===== config.mk =====
export PLATFORM = sky130hd
export DESIGN_NAME = core_encode
export DESIGN_NICKNAME = d
export VERILOG_FILES = /design/src/rtl/core_encode_pkg.sv /design/src/rtl/core_encode_fmt.sv /design/src/rtl/core_encode.sv
export SDC_FILE = /design/constraint.sdc
export NUM_CORES = 1
export LEC_CHECK = 0
export ABC_CLOCK_PERIOD_IN_PS = 4400
export BUFFER_PORTS_ARGS = -buffer_cell sky130_fd_sc_hd__buf_2
export CAP_MARGIN = 5
export CELL_PAD_IN_SITES_DETAIL_PLACEMENT = 0
export CELL_PAD_IN_SITES_GLOBAL_PLACEMENT = 1
export CORE_MARGIN = 1.5
export CORE_UTILIZATION = 43
export DETAILED_ROUTE_END_ITERATION = 10
export PLACE_DENSITY_LB_ADDON = 0.12
export SLEW_MARGIN = 10
export SYNTH_ARGS = -nofsm -noshare
export SYNTH_HDL_FRONTEND = slang
export SYNTH_SLANG_ARGS = --single-unit

===== constraint.sdc =====
create_clock -name CLK -period 4.4 [get_ports CLK]
set_clock_uncertainty 0.15 [all_clocks]
set_input_delay 0.44 -clock CLK [delete_from_list [all_inputs] [get_ports CLK]]
set_output_delay 0.44 -clock CLK [all_outputs]
set_load 0.02 [all_outputs]

===== src/rtl/core_encode_pkg.sv =====
// Shared definitions for the instruction encoder: request op codes, ISA field
// constants, FSM states and the per-format word assembly helpers.
package core_encode_pkg;

  typedef enum logic [5:0] {
    ENC_ADDI = 6'd0, ENC_SLTI, ENC_SLTIU, ENC_XORI, ENC_ORI, ENC_ANDI,
    ENC_SLLI, ENC_SRLI, ENC_SRAI,
    ENC_ADD, ENC_SUB, ENC_SLL, ENC_SLT, ENC_SLTU, ENC_XOR, ENC_SRL, ENC_SRA,
    ENC_OR, ENC_AND,
    ENC_LB, ENC_LH, ENC_LW, ENC_LBU, ENC_LHU,
    ENC_SB, ENC_SH, ENC_SW,
    ENC_BEQ, ENC_BNE, ENC_BLT, ENC_BGE, ENC_BLTU, ENC_BGEU,
    ENC_LUI, ENC_AUIPC, ENC_JAL, ENC_JALR, ENC_IN, ENC_OUT,
    ENC_MVPTG, ENC_MVGTP, ENC_MVGTO, ENC_MVNPCTG, ENC_MVGTNPC, ENC_IRET,
    ENC_LI, ENC_NOP
  } enc_op_e;

  localparam logic [6:0] OPC_OPIMM  = 7'b0010011;
  localparam logic [6:0] OPC_OP     = 7'b0110011;
  localparam logic [6:0] OPC_LOAD   = 7'b0000011;
  localparam logic [6:0] OPC_STORE  = 7'b0100011;
  localparam logic [6:0] OPC_BRANCH = 7'b1100011;
  localparam logic [6:0] OPC_LUI    = 7'b0110111;
  localparam logic [6:0] OPC_AUIPC  = 7'b0010111;
  localparam logic [6:0] OPC_JAL    = 7'b1101111;
  localparam logic [6:0] OPC_JALR   = 7'b1100111;
  localparam logic [6:0] OPC_IO     = 7'b0101011;
  localparam logic [6:0] OPC_PRIV   = 7'b1011011;

  localparam logic [2:0] F3_ADD   = 3'b000;
  localparam logic [2:0] F3_SLL   = 3'b001;
  localparam logic [2:0] F3_SLT   = 3'b010;
  localparam logic [2:0] F3_SLTU  = 3'b011;
  localparam logic [2:0] F3_XOR   = 3'b100;
  localparam logic [2:0] F3_SR    = 3'b101;
  localparam logic [2:0] F3_OR    = 3'b110;
  localparam logic [2:0] F3_AND   = 3'b111;
  localparam logic [2:0] F3_B     = 3'b000;
  localparam logic [2:0] F3_H     = 3'b001;
  localparam logic [2:0] F3_W     = 3'b010;
  localparam logic [2:0] F3_BU    = 3'b100;
  localparam logic [2:0] F3_HU    = 3'b101;
  localparam logic [2:0] F3_BEQ   = 3'b000;
  localparam logic [2:0] F3_BNE   = 3'b001;
  localparam logic [2:0] F3_BLT   = 3'b100;
  localparam logic [2:0] F3_BGE   = 3'b101;
  localparam logic [2:0] F3_BLTU  = 3'b110;
  localparam logic [2:0] F3_BGEU  = 3'b111;
  localparam logic [2:0] F3_IN    = 3'b001;
  localparam logic [2:0] F3_OUT   = 3'b000;
  localparam logic [2:0] F3_MVP   = 3'b000;
  localparam logic [2:0] F3_MVGTO = 3'b001;
  localparam logic [2:0] F3_NPC   = 3'b010;
  localparam logic [2:0] F3_IRET  = 3'b111;
  localparam logic [6:0] F7_ZERO  = 7'b0000000;
  localparam logic [6:0] F7_ALT   = 7'b0100000;

  typedef enum logic [1:0] {ST_IDLE = 2'd0, ST_EMIT1 = 2'd1, ST_EMIT2 = 2'd2} enc_state_e;

  typedef enum logic [2:0] {
    FMT_I = 3'd0, FMT_SH = 3'd1, FMT_R = 3'd2, FMT_S = 3'd3,
    FMT_B = 3'd4, FMT_U = 3'd5, FMT_J = 3'd6, FMT_LI = 3'd7
  } enc_fmt_e;

  // Register fields a format carries, as {rd, rs1, rs2}.
  function automatic logic [2:0] fmt_mask(input enc_fmt_e f);
    case (f)
      FMT_I, FMT_SH: fmt_mask = 3'b110;
      FMT_R:         fmt_mask = 3'b111;
      FMT_S, FMT_B:  fmt_mask = 3'b011;
      default:       fmt_mask = 3'b100;
    endcase
  endfunction

  // True when v is representable as a signed value of msb+1 bits.
  function automatic logic fits_signed(input logic [31:0] v, input int unsigned msb);
    logic [31:0] t;
    t = 32'($signed(v) >>> msb);
    return (t == 32'h0000_0000) || (t == 32'hFFFF_FFFF);
  endfunction

  function automatic logic [31:0] enc_r(input logic [6:0] f7, input logic [4:0] rs2,
      input logic [4:0] rs1, input logic [2:0] f3, input logic [4:0] rd, input logic [6:0] opc);
    return {f7, rs2, rs1, f3, rd, opc};
  endfunction

  function automatic logic [31:0] enc_i(input logic [11:0] i, input logic [4:0] rs1,
      input logic [2:0] f3, input logic [4:0] rd, input logic [6:0] opc);
    return {i, rs1, f3, rd, opc};
  endfunction

  function automatic logic [31:0] enc_s(input logic [11:0] s, input logic [4:0] rs2,
      input logic [4:0] rs1, input logic [2:0] f3, input logic [6:0] opc);
    return {s[11:5], rs2, rs1, f3, s[4:0], opc};
  endfunction

  // b holds offset bits [12:1]; bit 0 is always zero in a legal branch.
  function automatic logic [31:0] enc_b(input logic [11:0] b, input logic [4:0] rs2,
      input logic [4:0] rs1, input logic [2:0] f3, input logic [6:0] opc);
    return {b[11], b[9:4], rs2, rs1, f3, b[3:0], b[10], opc};
  endfunction

  function automatic logic [31:0] enc_u(input logic [19:0] u, input logic [4:0] rd,
      input logic [6:0] opc);
    return {u, rd, opc};
  endfunction

  // j holds offset bits [20:1].
  function automatic logic [31:0] enc_j(input logic [19:0] j, input logic [4:0] rd,
      input logic [6:0] opc);
    return {j[19], j[9:0], j[10], j[18:11], rd, opc};
  endfunction

endpackage


===== src/rtl/core_encode_fmt.sv =====
// Combinational encoder: symbolic request -> one or two instruction words,
// plus the legality verdict from the immediate range checks.
module core_encode_fmt
  import core_encode_pkg::*;
#(
  parameter int OP_W = 6
) (
  input  logic [OP_W-1:0] op,
  input  logic [4:0]      rd,
  input  logic [4:0]      rs1,
  input  logic [4:0]      rs2,
  input  logic [31:0]     imm,
  output logic [31:0]     word0,
  output logic [31:0]     word1,
  output logic            two_words,
  output logic            illegal
);
  enc_fmt_e    fmt_s;
  logic [6:0]  opc_s;
  logic [6:0]  f7_s;
  logic [2:0]  f3_s;
  logic [2:0]  keep_s;
  logic [2:0]  mask_s;
  logic        bad_s;
  logic [4:0]  rd_s;
  logic [4:0]  rs1_s;
  logic [4:0]  rs2_s;
  logic [19:0] hi_s;

  // Per-op format, major opcode, function fields and used register fields.
  always_comb begin
    fmt_s = FMT_I; opc_s = OPC_OPIMM; f3_s = F3_ADD; f7_s = F7_ZERO;
    keep_s = 3'b111; bad_s = 1'b0;
    case (enc_op_e'(op))
      ENC_ADDI:    f3_s = F3_ADD;
      ENC_SLTI:    f3_s = F3_SLT;
      ENC_SLTIU:   f3_s = F3_SLTU;
      ENC_XORI:    f3_s = F3_XOR;
      ENC_ORI:     f3_s = F3_OR;
      ENC_ANDI:    f3_s = F3_AND;
      ENC_SLLI:    begin fmt_s = FMT_SH; f3_s = F3_SLL; end
      ENC_SRLI:    begin fmt_s = FMT_SH; f3_s = F3_SR; end
      ENC_SRAI:    begin fmt_s = FMT_SH; f3_s = F3_SR; f7_s = F7_ALT; end
      ENC_ADD:     begin fmt_s = FMT_R; opc_s = OPC_OP; end
      ENC_SUB:     begin fmt_s = FMT_R; opc_s = OPC_OP; f7_s = F7_ALT; end
      ENC_SLL:     begin fmt_s = FMT_R; opc_s = OPC_OP; f3_s = F3_SLL; end
      ENC_SLT:     begin fmt_s = FMT_R; opc_s = OPC_OP; f3_s = F3_SLT; end
      ENC_SLTU:    begin fmt_s = FMT_R; opc_s = OPC_OP; f3_s = F3_SLTU; end
      ENC_XOR:     begin fmt_s = FMT_R; opc_s = OPC_OP; f3_s = F3_XOR; end
      ENC_SRL:     begin fmt_s = FMT_R; opc_s = OPC_OP; f3_s = F3_SR; end
      ENC_SRA:     begin fmt_s = FMT_R; opc_s = OPC_OP; f3_s = F3_SR; f7_s = F7_ALT; end
      ENC_OR:      begin fmt_s = FMT_R; opc_s = OPC_OP; f3_s = F3_OR; end
      ENC_AND:     begin fmt_s = FMT_R; opc_s = OPC_OP; f3_s = F3_AND; end
      ENC_LB:      begin opc_s = OPC_LOAD; f3_s = F3_B; end
      ENC_LH:      begin opc_s = OPC_LOAD; f3_s = F3_H; end
      ENC_LW:      begin opc_s = OPC_LOAD; f3_s = F3_W; end
      ENC_LBU:     begin opc_s = OPC_LOAD; f3_s = F3_BU; end
      ENC_LHU:     begin opc_s = OPC_LOAD; f3_s = F3_HU; end
      ENC_SB:      begin fmt_s = FMT_S; opc_s = OPC_STORE; f3_s = F3_B; end
      ENC_SH:      begin fmt_s = FMT_S; opc_s = OPC_STORE; f3_s = F3_H; end
      ENC_SW:      begin fmt_s = FMT_S; opc_s = OPC_STORE; f3_s = F3_W; end
      ENC_BEQ:     begin fmt_s = FMT_B; opc_s = OPC_BRANCH; f3_s = F3_BEQ; end
      ENC_BNE:     begin fmt_s = FMT_B; opc_s = OPC_BRANCH; f3_s = F3_BNE; end
      ENC_BLT:     begin fmt_s = FMT_B; opc_s = OPC_BRANCH; f3_s = F3_BLT; end
      ENC_BGE:     begin fmt_s = FMT_B; opc_s = OPC_BRANCH; f3_s = F3_BGE; end
      ENC_BLTU:    begin fmt_s = FMT_B; opc_s = OPC_BRANCH; f3_s = F3_BLTU; end
      ENC_BGEU:    begin fmt_s = FMT_B; opc_s = OPC_BRANCH; f3_s = F3_BGEU; end
      ENC_LUI:     begin fmt_s = FMT_U; opc_s = OPC_LUI; end
      ENC_AUIPC:   begin fmt_s = FMT_U; opc_s = OPC_AUIPC; end
      ENC_JAL:     begin fmt_s = FMT_J; opc_s = OPC_JAL; end
      ENC_JALR:    opc_s = OPC_JALR;
      ENC_IN:      begin opc_s = OPC_IO; f3_s = F3_IN; end
      ENC_OUT:     begin opc_s = OPC_IO; f3_s = F3_OUT; end
      ENC_MVPTG:   begin fmt_s = FMT_R; opc_s = OPC_PRIV; keep_s = 3'b110; end
      ENC_MVGTP:   begin fmt_s = FMT_R; opc_s = OPC_PRIV; f7_s = F7_ALT; keep_s = 3'b110; end
      ENC_MVGTO:   begin fmt_s = FMT_R; opc_s = OPC_PRIV; f3_s = F3_MVGTO; keep_s = 3'b010; end
      ENC_MVNPCTG: begin fmt_s = FMT_R; opc_s = OPC_PRIV; f3_s = F3_NPC; keep_s = 3'b100; end
      ENC_MVGTNPC: begin fmt_s = FMT_R; opc_s = OPC_PRIV; f3_s = F3_NPC; f7_s = F7_ALT; keep_s = 3'b010; end
      ENC_IRET:    begin fmt_s = FMT_R; opc_s = OPC_PRIV; f3_s = F3_IRET; keep_s = 3'b000; end
      ENC_LI:      fmt_s = FMT_LI;
      ENC_NOP:     begin fmt_s = FMT_R; keep_s = 3'b000; end
      default:     bad_s = 1'b1;
    endcase
  end

  assign mask_s = keep_s & fmt_mask(fmt_s);
  assign rd_s   = mask_s[2] ? rd  : 5'd0;
  assign rs1_s  = mask_s[1] ? rs1 : 5'd0;
  assign rs2_s  = mask_s[0] ? rs2 : 5'd0;
  // LUI part of LI is rounded so the sign-extended ADDI low part lands exactly.
  assign hi_s   = imm[31:12] + {19'd0, imm[11]};

  // Assemble the word(s) and apply the immediate checks of the chosen format.
  always_comb begin
    word0 = 32'h0000_0000; word1 = 32'h0000_0000; two_words = 1'b0; illegal = bad_s;
    case (fmt_s)
      FMT_I: begin
        word0   = enc_i(imm[11:0], rs1_s, f3_s, rd_s, opc_s);
        illegal = bad_s | ~fits_signed(imm, 11);
      end
      FMT_SH: begin
        word0   = enc_r(f7_s, imm[4:0], rs1_s, f3_s, rd_s, opc_s);
        illegal = bad_s | (imm[31:5] != 27'd0);
      end
      FMT_R:  word0 = enc_r(f7_s, rs2_s, rs1_s, f3_s, rd_s, opc_s);
      FMT_S: begin
        word0   = enc_s(imm[11:0], rs2_s, rs1_s, f3_s, opc_s);
        illegal = bad_s | ~fits_signed(imm, 11);
      end
      FMT_B: begin
        word0   = enc_b(imm[12:1], rs2_s, rs1_s, f3_s, opc_s);
        illegal = bad_s | imm[0] | ~fits_signed(imm, 12);
      end
      FMT_U: begin
        word0   = enc_u(imm[31:12], rd_s, opc_s);
        illegal = bad_s | (imm[11:0] != 12'd0);
      end
      FMT_J: begin
        word0   = enc_j(imm[20:1], rd_s, opc_s);
        illegal = bad_s | imm[0] | ~fits_signed(imm, 20);
      end
      FMT_LI: begin
        word0     = enc_u(hi_s, rd, OPC_LUI);
        word1     = enc_i(imm[11:0], rd, F3_ADD, rd, OPC_OPIMM);
        two_words = 1'b1;
      end
      default: illegal = 1'b1;
    endcase
  end

endmodule


===== src/rtl/core_encode.sv =====
// Instruction encoder top: request/word handshakes, LI two-word sequencing
// and the one-cycle error pulse for unencodable requests.
module core_encode
  import core_encode_pkg::*;
#(
  parameter int OP_W = 6
) (
  input  logic            CLK,
  input  logic            RST_N,
  input  logic            REQ_VALID,
  output logic            REQ_READY,
  input  logic [OP_W-1:0] REQ_OP,
  input  logic [4:0]      REQ_RD,
  input  logic [4:0]      REQ_RS1,
  input  logic [4:0]      REQ_RS2,
  input  logic [31:0]     REQ_IMM,
  output logic            OUT_VALID,
  input  logic            OUT_READY,
  output logic [31:0]     OUT_INST,
  output logic            OUT_LAST,
  output logic            ERR,
  output logic            BUSY
);
  enc_state_e  state_r, state_n;
  logic        out_valid_r, out_valid_n;
  logic        out_last_r, out_last_n;
  logic        err_r, err_n;
  logic        busy_r;
  logic [31:0] out_inst_r, out_inst_n;
  logic [31:0] pend_r, pend_n;
  logic [31:0] word0_s, word1_s;
  logic        two_words_s, illegal_s, ready_s, accept_s, load_s;

  core_encode_fmt #(.OP_W(OP_W)) u_fmt (
    .op        (REQ_OP),
    .rd        (REQ_RD),
    .rs1       (REQ_RS1),
    .rs2       (REQ_RS2),
    .imm       (REQ_IMM),
    .word0     (word0_s),
    .word1     (word1_s),
    .two_words (two_words_s),
    .illegal   (illegal_s)
  );

  assign ready_s   = (state_r == ST_IDLE) | (out_valid_r & OUT_READY & out_last_r);
  assign accept_s  = REQ_VALID & ready_s;
  assign REQ_READY = ready_s;
  assign OUT_VALID = out_valid_r;
  assign OUT_INST  = out_inst_r;
  assign OUT_LAST  = out_last_r;
  assign ERR       = err_r;
  assign BUSY      = busy_r;

  // Next-state and output-register values.
  always_comb begin
    state_n = state_r; out_valid_n = out_valid_r; out_inst_n = out_inst_r;
    out_last_n = out_last_r; pend_n = pend_r; err_n = 1'b0; load_s = 1'b0;
    case (state_r)
      ST_IDLE: load_s = accept_s;
      ST_EMIT1, ST_EMIT2: begin
        if (OUT_READY && !out_last_r) begin
          state_n = ST_EMIT2; out_inst_n = pend_r; out_last_n = 1'b1;
        end else if (OUT_READY) begin
          load_s = accept_s; state_n = ST_IDLE; out_valid_n = 1'b0;
        end else begin
          state_n = state_r;
        end
      end
      default: begin state_n = ST_IDLE; out_valid_n = 1'b0; end
    endcase
    // An unencodable request is consumed without producing a word.
    if (load_s && illegal_s) begin
      err_n = 1'b1; state_n = ST_IDLE; out_valid_n = 1'b0;
    end else if (load_s) begin
      state_n = ST_EMIT1; out_valid_n = 1'b1; out_inst_n = word0_s;
      out_last_n = ~two_words_s; pend_n = word1_s;
    end else begin
      err_n = 1'b0;
    end
  end

  // State and output registers with synchronous active-low reset.
  always_ff @(posedge CLK) begin
    if (!RST_N) begin
      state_r <= ST_IDLE; out_valid_r <= 1'b0; out_inst_r <= 32'h0000_0000;
      out_last_r <= 1'b0; err_r <= 1'b0; busy_r <= 1'b0; pend_r <= 32'h0000_0000;
    end else begin
      state_r <= state_n; out_valid_r <= out_valid_n; out_inst_r <= out_inst_n;
      out_last_r <= out_last_n; err_r <= err_n; busy_r <= (state_n != ST_IDLE);
      pend_r <= pend_n;
    end
  end

endmodule

# Word level (Yosys, flattened, before mapping)
# Cells that the tools add are included.
# totals
ff_bits	70
word_cells	164
out_inout_bits	37
in_bits	57
# classes
n_eq_ne	61
reduce_logical	43
addsub	1
mux	35
bitwise_logic	17
# ops
op	count
$pmux W32 S8	1
$mux W32	5
$eq A32 B32 Y1 const B	3
$eq A6 B5 Y1 const B	16
$logic_not A32 Y1	3
$eq A6 B6 Y1 const B	15
$pmux W7 S10	1
$eq A6 B4 Y1 const B	8
$reduce_or A47 Y1	1
$pmux W3 S7	2
$reduce_bool A27 Y1	1
$eq A6 B3 Y1 const B	4
$reduce_or A6 Y1	4
$reduce_or A2 Y1	11
$add A20 B1 Y20	1
$reduce_or A17 Y1	1
$mux W5	3
$eq A3 B3 Y1 const B	4
$eq A6 B2 Y1 const B	2
$mux W1	12
$pmux W3 S4	1
$reduce_bool A12 Y1	1
$reduce_or A10 Y1	1
$reduce_or A5 Y1	2
other kinds (29)	54

# Logic depth before layout (Yosys ltp)
# logic_depth
ltp_word	11
ltp_mapped	10
mapped_depth_nobuf	8

# Hierarchy
# From an unflattened synthesis, not the netlist that was laid out.
# hier_totals
hier_cells	669
area_unflattened_um2	4912.2
# modules_own_cells
mod	n_inst	area_per_inst_um2	cells_each	seq_area_each_um2
core_encode	1	2867.8	319	1401.3
core_encode_fmt	1	2044.5	350	0.0

# Least setup slack after synthesis
# No wires, ideal clock.
# synth_timing
path_kind	input to register
start	in REQ_IMM[11]
end	reg out_inst_r[26] (netlist: OUT_INST[26])
required_time_ns	4.129
path_slack_ns	1.729
arrival_time_ns	2.400
setup_time_ns	0.121
path_buffers	1
path_stages	9
path_cell_list	ha_1 -> ha_1 -> and3_1 -> clkbuf_1 -> or4b_1 -> a21o_1 -> a221oi_1 -> nor2_1 -> mux2_4
# synth_via
elab_chain_cells	7
elab_cells_between_ends	15
cone_classes	1 x add/sub; 1 x eq/ne; 4 x mux; 4 x bitwise; 5 x reduce/logical
# synth_lines
element	line	text
start: declaration	core_encode.sv:16	input logic [31:0] REQ_IMM,
parallel branches: the longest is 6 deep, another holds $add A20 B1 Y20	--	
$mux W32 (*)	core_encode.sv:73	if (load_s && illegal_s) begin
end signal: assignment	core_encode.sv:89	state_r <= state_n; out_valid_r <= out_valid_n; out_inst_r <= out_inst_n;
end: declaration	core_encode.sv:29	logic [31:0] out_inst_r, out_inst_n;
# Every way passes the cells marked *.
# A chain may end at the register's enable or synchronous reset.

# Final worst setup path
# layout_timing
start	in REQ_OP[2]
end	reg pend_r[31]
# layout_via
elab_chain_cells	9
elab_cells_between_ends	74
cone_classes	52 x eq/ne; 4 x mux; 7 x bitwise; 11 x reduce/logical
# layout_lines
element	line	text
start: declaration	core_encode.sv:12	input logic [OP_W-1:0] REQ_OP,
$eq A6 B4 Y1 (tied with other cells)	core_encode_fmt.sv:34	case (enc_op_e'(op))
$reduce_or A17 Y1 (no source line) (tied with other cells)	--	
$pmux W3 S7 / $mux W1 (equally long branches)	core_encode_fmt.sv:34	
$eq A3 B2 Y1 (tied with other cells)	core_encode_fmt.sv:96	case (fmt_s)
$reduce_or A2 Y1 (no source line) (tied with other cells)	--	
$pmux W1 S5	core_encode_fmt.sv:96	
$logic_and A1 B1 Y1	core_encode.sv:73	
$not A1 Y1 (no source line)	--	
$reduce_and A2 Y1 (no source line)	--	
end signal: assignment	core_encode.sv:91	pend_r <= pend_n;
end: declaration	core_encode.sv:30	logic [31:0] pend_r, pend_n;
# Several ways; a longest one is shown, not always the timed one.

==> metrics.cfg <==
[status]
status = finished, final reports clean

[yosys]
synth_edf_count = 0
synthArstFlopShare = 0
synth-seq-cells = 56
synth-adder-area-share = 0.0136
synthMuxAreaShare = 0.106
ys_types = 71
synth_top_family_by_area = simple AND/OR/NAND/NOR gates
yosys.area_share.simple = 0.327
synth_xor_area_frac = 0.00760
synth-compound-area-share = 0.224
synth_ff_type = dfxtp_1
synth_area_sq_mm = 0.00461
synthesis.nets = 705
ys_seq_area_frac = 0.243
synth_warnings = 0
synth_cells = 643
syn_area_per_cell_sq_um = 7.17

[power]
pwr-share-seq = 0.456
clkPwrFrac = 0.247
switching_power_mw = 0.394
switching_share = 0.336
p_comb_frac = 0.297
vdd_drop_max_mv = 0.150
leakage_nw = 2.04
powerDensity_mw_per_mm2 = 230
internal_power_mw = 0.779

[timing]
setup_viol = 0
fmax_ghz = 0.327
final.setup.tns_ns = 0
min_period_over_period = 0.695
slew_headroom = 0.295
tightest_slew_ns = 1.04
rsz0062_at_grt = false
hold_viol_final = 0
fin_crit_ns = 3.06
fin_worst_hold_slack_ns = 0.249
slew_violations = 0
layout_setup_ws_ns = 1.34

[cts]
post_cts_buffers = 0
root_buffer = clkbuf_8
cts_tree = yes
insertion_delay_ns = 0.32
cts_sinks = 56
htreeDepth = 2
cts_made_buffers = 5
cts_buffer_depth = 2
path_clk_slew_ns = 0.10
cts_resized = 0
ctsHoldBuffers = 0

[global_route]
grt_first_pass_wirelength_mm = 23.5
grt_max_degree = 94
antenna_found_initial = 0
grt_pass1_vias = 4384
track_usage = 0.259
grt_overflow = 0

[placement]
place_ws_ns = 1.03
io_buffers = 93
gp_congestion = 0.909
dp_hpwl_mm = 10.9
place_area_sq_mm = 0.00501

[worst_setup_path]
critPathMaxFanout = 35
critPathCaptureType = flop
regToRegStartpoint = state_r[1]
path_class = input port to flop
critPathLaunch = REQ_OP[2]
required_ns = 4.49
slowest_stage = nor4b_1
cp-start-kind = input port
critPathMaxStageDelay_ns = 0.74
crit_chain = buf_2, nor4b_1, nand2_1, nand4_1, o211a_1, and4_4, buf_12, mux2i_1
cp.arrival_ns = 3.15

[final_layout]
multi_input_area_sq_mm = 0.00312
area_delta_synth_final_pct = 10.7
drive_gt1_frac = 0.174
antenna_cells = 0
postLayoutCellArea_sq_mm = 0.00510
num-fill-cells = 1129
area.sequential_sq_mm = 0.00112
finalNetCount = 756

[floorplanning]
ioPinCount = 94
fp.dieW_microns = 107
dieArea_sq_mm = 0.0114
coreArea_sq_mm = 0.0104
initial_core_util = 0.445
rows = 37
fp.dieH_microns = 107

[route]
drtAntennaViolNets = 0
via_per_inst = 5.95
drc_errors = 0
wl_mm = 14.9
firstDrtPassIters = 5
drtIter0Drc = 381
vias = 4946
wl_per_cell_microns = 17.9

[hold_path]
hp-class = input port to flop
worstHoldStart = REQ_RD[1]

[job]
maxCapViolations = 0

cells by family after synthesis:
| kind of cell | Yosys count |
|---|---|
| simple gates | 310 |
| mux | 48 |
| buf+inv | 72 |
| flops | 56 |
| fa+ha+maj | 5 |
| xor+xnor | 4 |
| compound gates | 148 |
sequential cells by signal, summed over array words and instances (netlist names):
signal / flops
ERR: 1
OUT_VALID: 1
OUT_LAST: 1
OUT_INST: 32
pend_r: 18
state_r: 2
BUSY: 1
metal layers:
| metal | up-vias | global-route usage | wire length (microns) |
|---|---|---|---|
| met4 | 0 | 0.0667 | 267 |
| li1 | 2421 | - | - |
| met5 | - | 0 | 0 |
| met2 | 186 | 0.410 | 6880 |
| met1 | 2318 | 0.379 | 6800 |
| met3 | 21 | 0.0215 | 904 |
synth_stat cells (3+ instances only):
library cell  number  area share
nor3_1            13       0.014
mux2i_1           46        0.10
a221oi_1           4      0.0076
a32oi_1            4      0.0076
nand3_1           38       0.041
buf_12             4       0.017
nor3b_1            7       0.011
or2_2              3      0.0041
nor2_1            24       0.020
a211oi_1           5      0.0081
buf_1              4      0.0033
o211ai_1           3      0.0049
dfxtp_1           56        0.24
nor2b_1           10       0.014
nand2_1          148        0.12
and2_1             5      0.0068
inv_1             14       0.011
buf_2              8      0.0087
nand2b_1          12       0.016
o221ai_1           4      0.0076
nand4_1           11       0.015
o21ai_0           42       0.046
clkbuf_1          39       0.032
or4_1              4      0.0065
a221o_1            3      0.0065
o31ai_1            4      0.0065
a2111oi_0          3      0.0057
a31oi_1            6      0.0081
ha_1               5       0.014
a22oi_1            5      0.0081
a22o_1             4      0.0076
nor4_1            12       0.016
a21oi_1           17       0.018
o21a_1             5      0.0081
o2bb2ai_1          3      0.0057
and4_1             3      0.0057
buf_6              3      0.0073
and3_1             7      0.0095
a21o_1            10       0.016
worst paths after layout:
kind | endpoint | cells past startpoint | slack, ns
setup / recovery | pend_r[31] | 8 | 1.34
hold / removal | pend_r[16] | 3 | 0.25
setup reg to reg | pend_r[31] | 8 | 1.97
hold reg to reg | pend_r[28] | 2 | 0.31
stage by stage:
step / std cells / total power [mW] / utilization
3_5_place_dp: 823 / 0.890 / 0.483
2_1_floorplan: 643 / 0.784 / -
3_3_place_gp: 823 / 0.888 / 0.483
6_report: 831 / 1.17 / 0.492
5_1_grt: 831 / 1.24 / 0.492
4_1_cts: 831 / 1.18 / 0.492
worst max-delay path, delay by kind of cell:
kind,cells,cell delay (ns)
multiplexers,1,0.22
AND/OR/NAND/NOR,4,1.73
AO/OA/AOI/OAI,1,0.18
buffers and inverters,2,0.56
power by group through the flow:
stage               Sequential, mW  Combinational [mW]  Clock, mW
floorplan                    0.566               0.218          0
global placement             0.546               0.342          0
detailed placement           0.547               0.343          0
CTS                          0.535               0.344      0.298
global route                 0.537               0.379      0.321
finish                       0.535               0.348      0.290
cell type report:
class                   count  area share
clock buffers               8      0.0177
flip-flops and latches     56       0.220
repair buffers            102       0.107
inverters                  14      0.0103
well taps                 136      0.0333
multi-input cells         515       0.612
layout by cell type, fill, tap and decap left out, types with 3 or more instances in the layout:
cell type	instances
and4_1	3
a211oi_1	5
o21a_1	5
a21oi_1	17
o21ai_0	42
o211ai_1	3
nand2_1	148
nand2b_1	12
and3_1	7
nor2_1	23
nand4_1	11
buf_4	8
mux2i_1	46
ha_1	5
a221oi_1	4
and2_1	5
a2111oi_0	3
a22oi_1	5
nor4_1	12
buf_2	93
clkbuf_8	6
a31oi_1	6
a221o_1	3
or4_1	4
dfxtp_1	56
nand3_1	38
or2_2	3
inv_1	14
a22o_1	4
a32oi_1	4
o31ai_1	4
o221ai_1	4
nor2b_1	10
o2bb2ai_1	3
nor3b_1	7
a21o_1	10
nor3_1	13
Power figures use the tool's default switching activity.
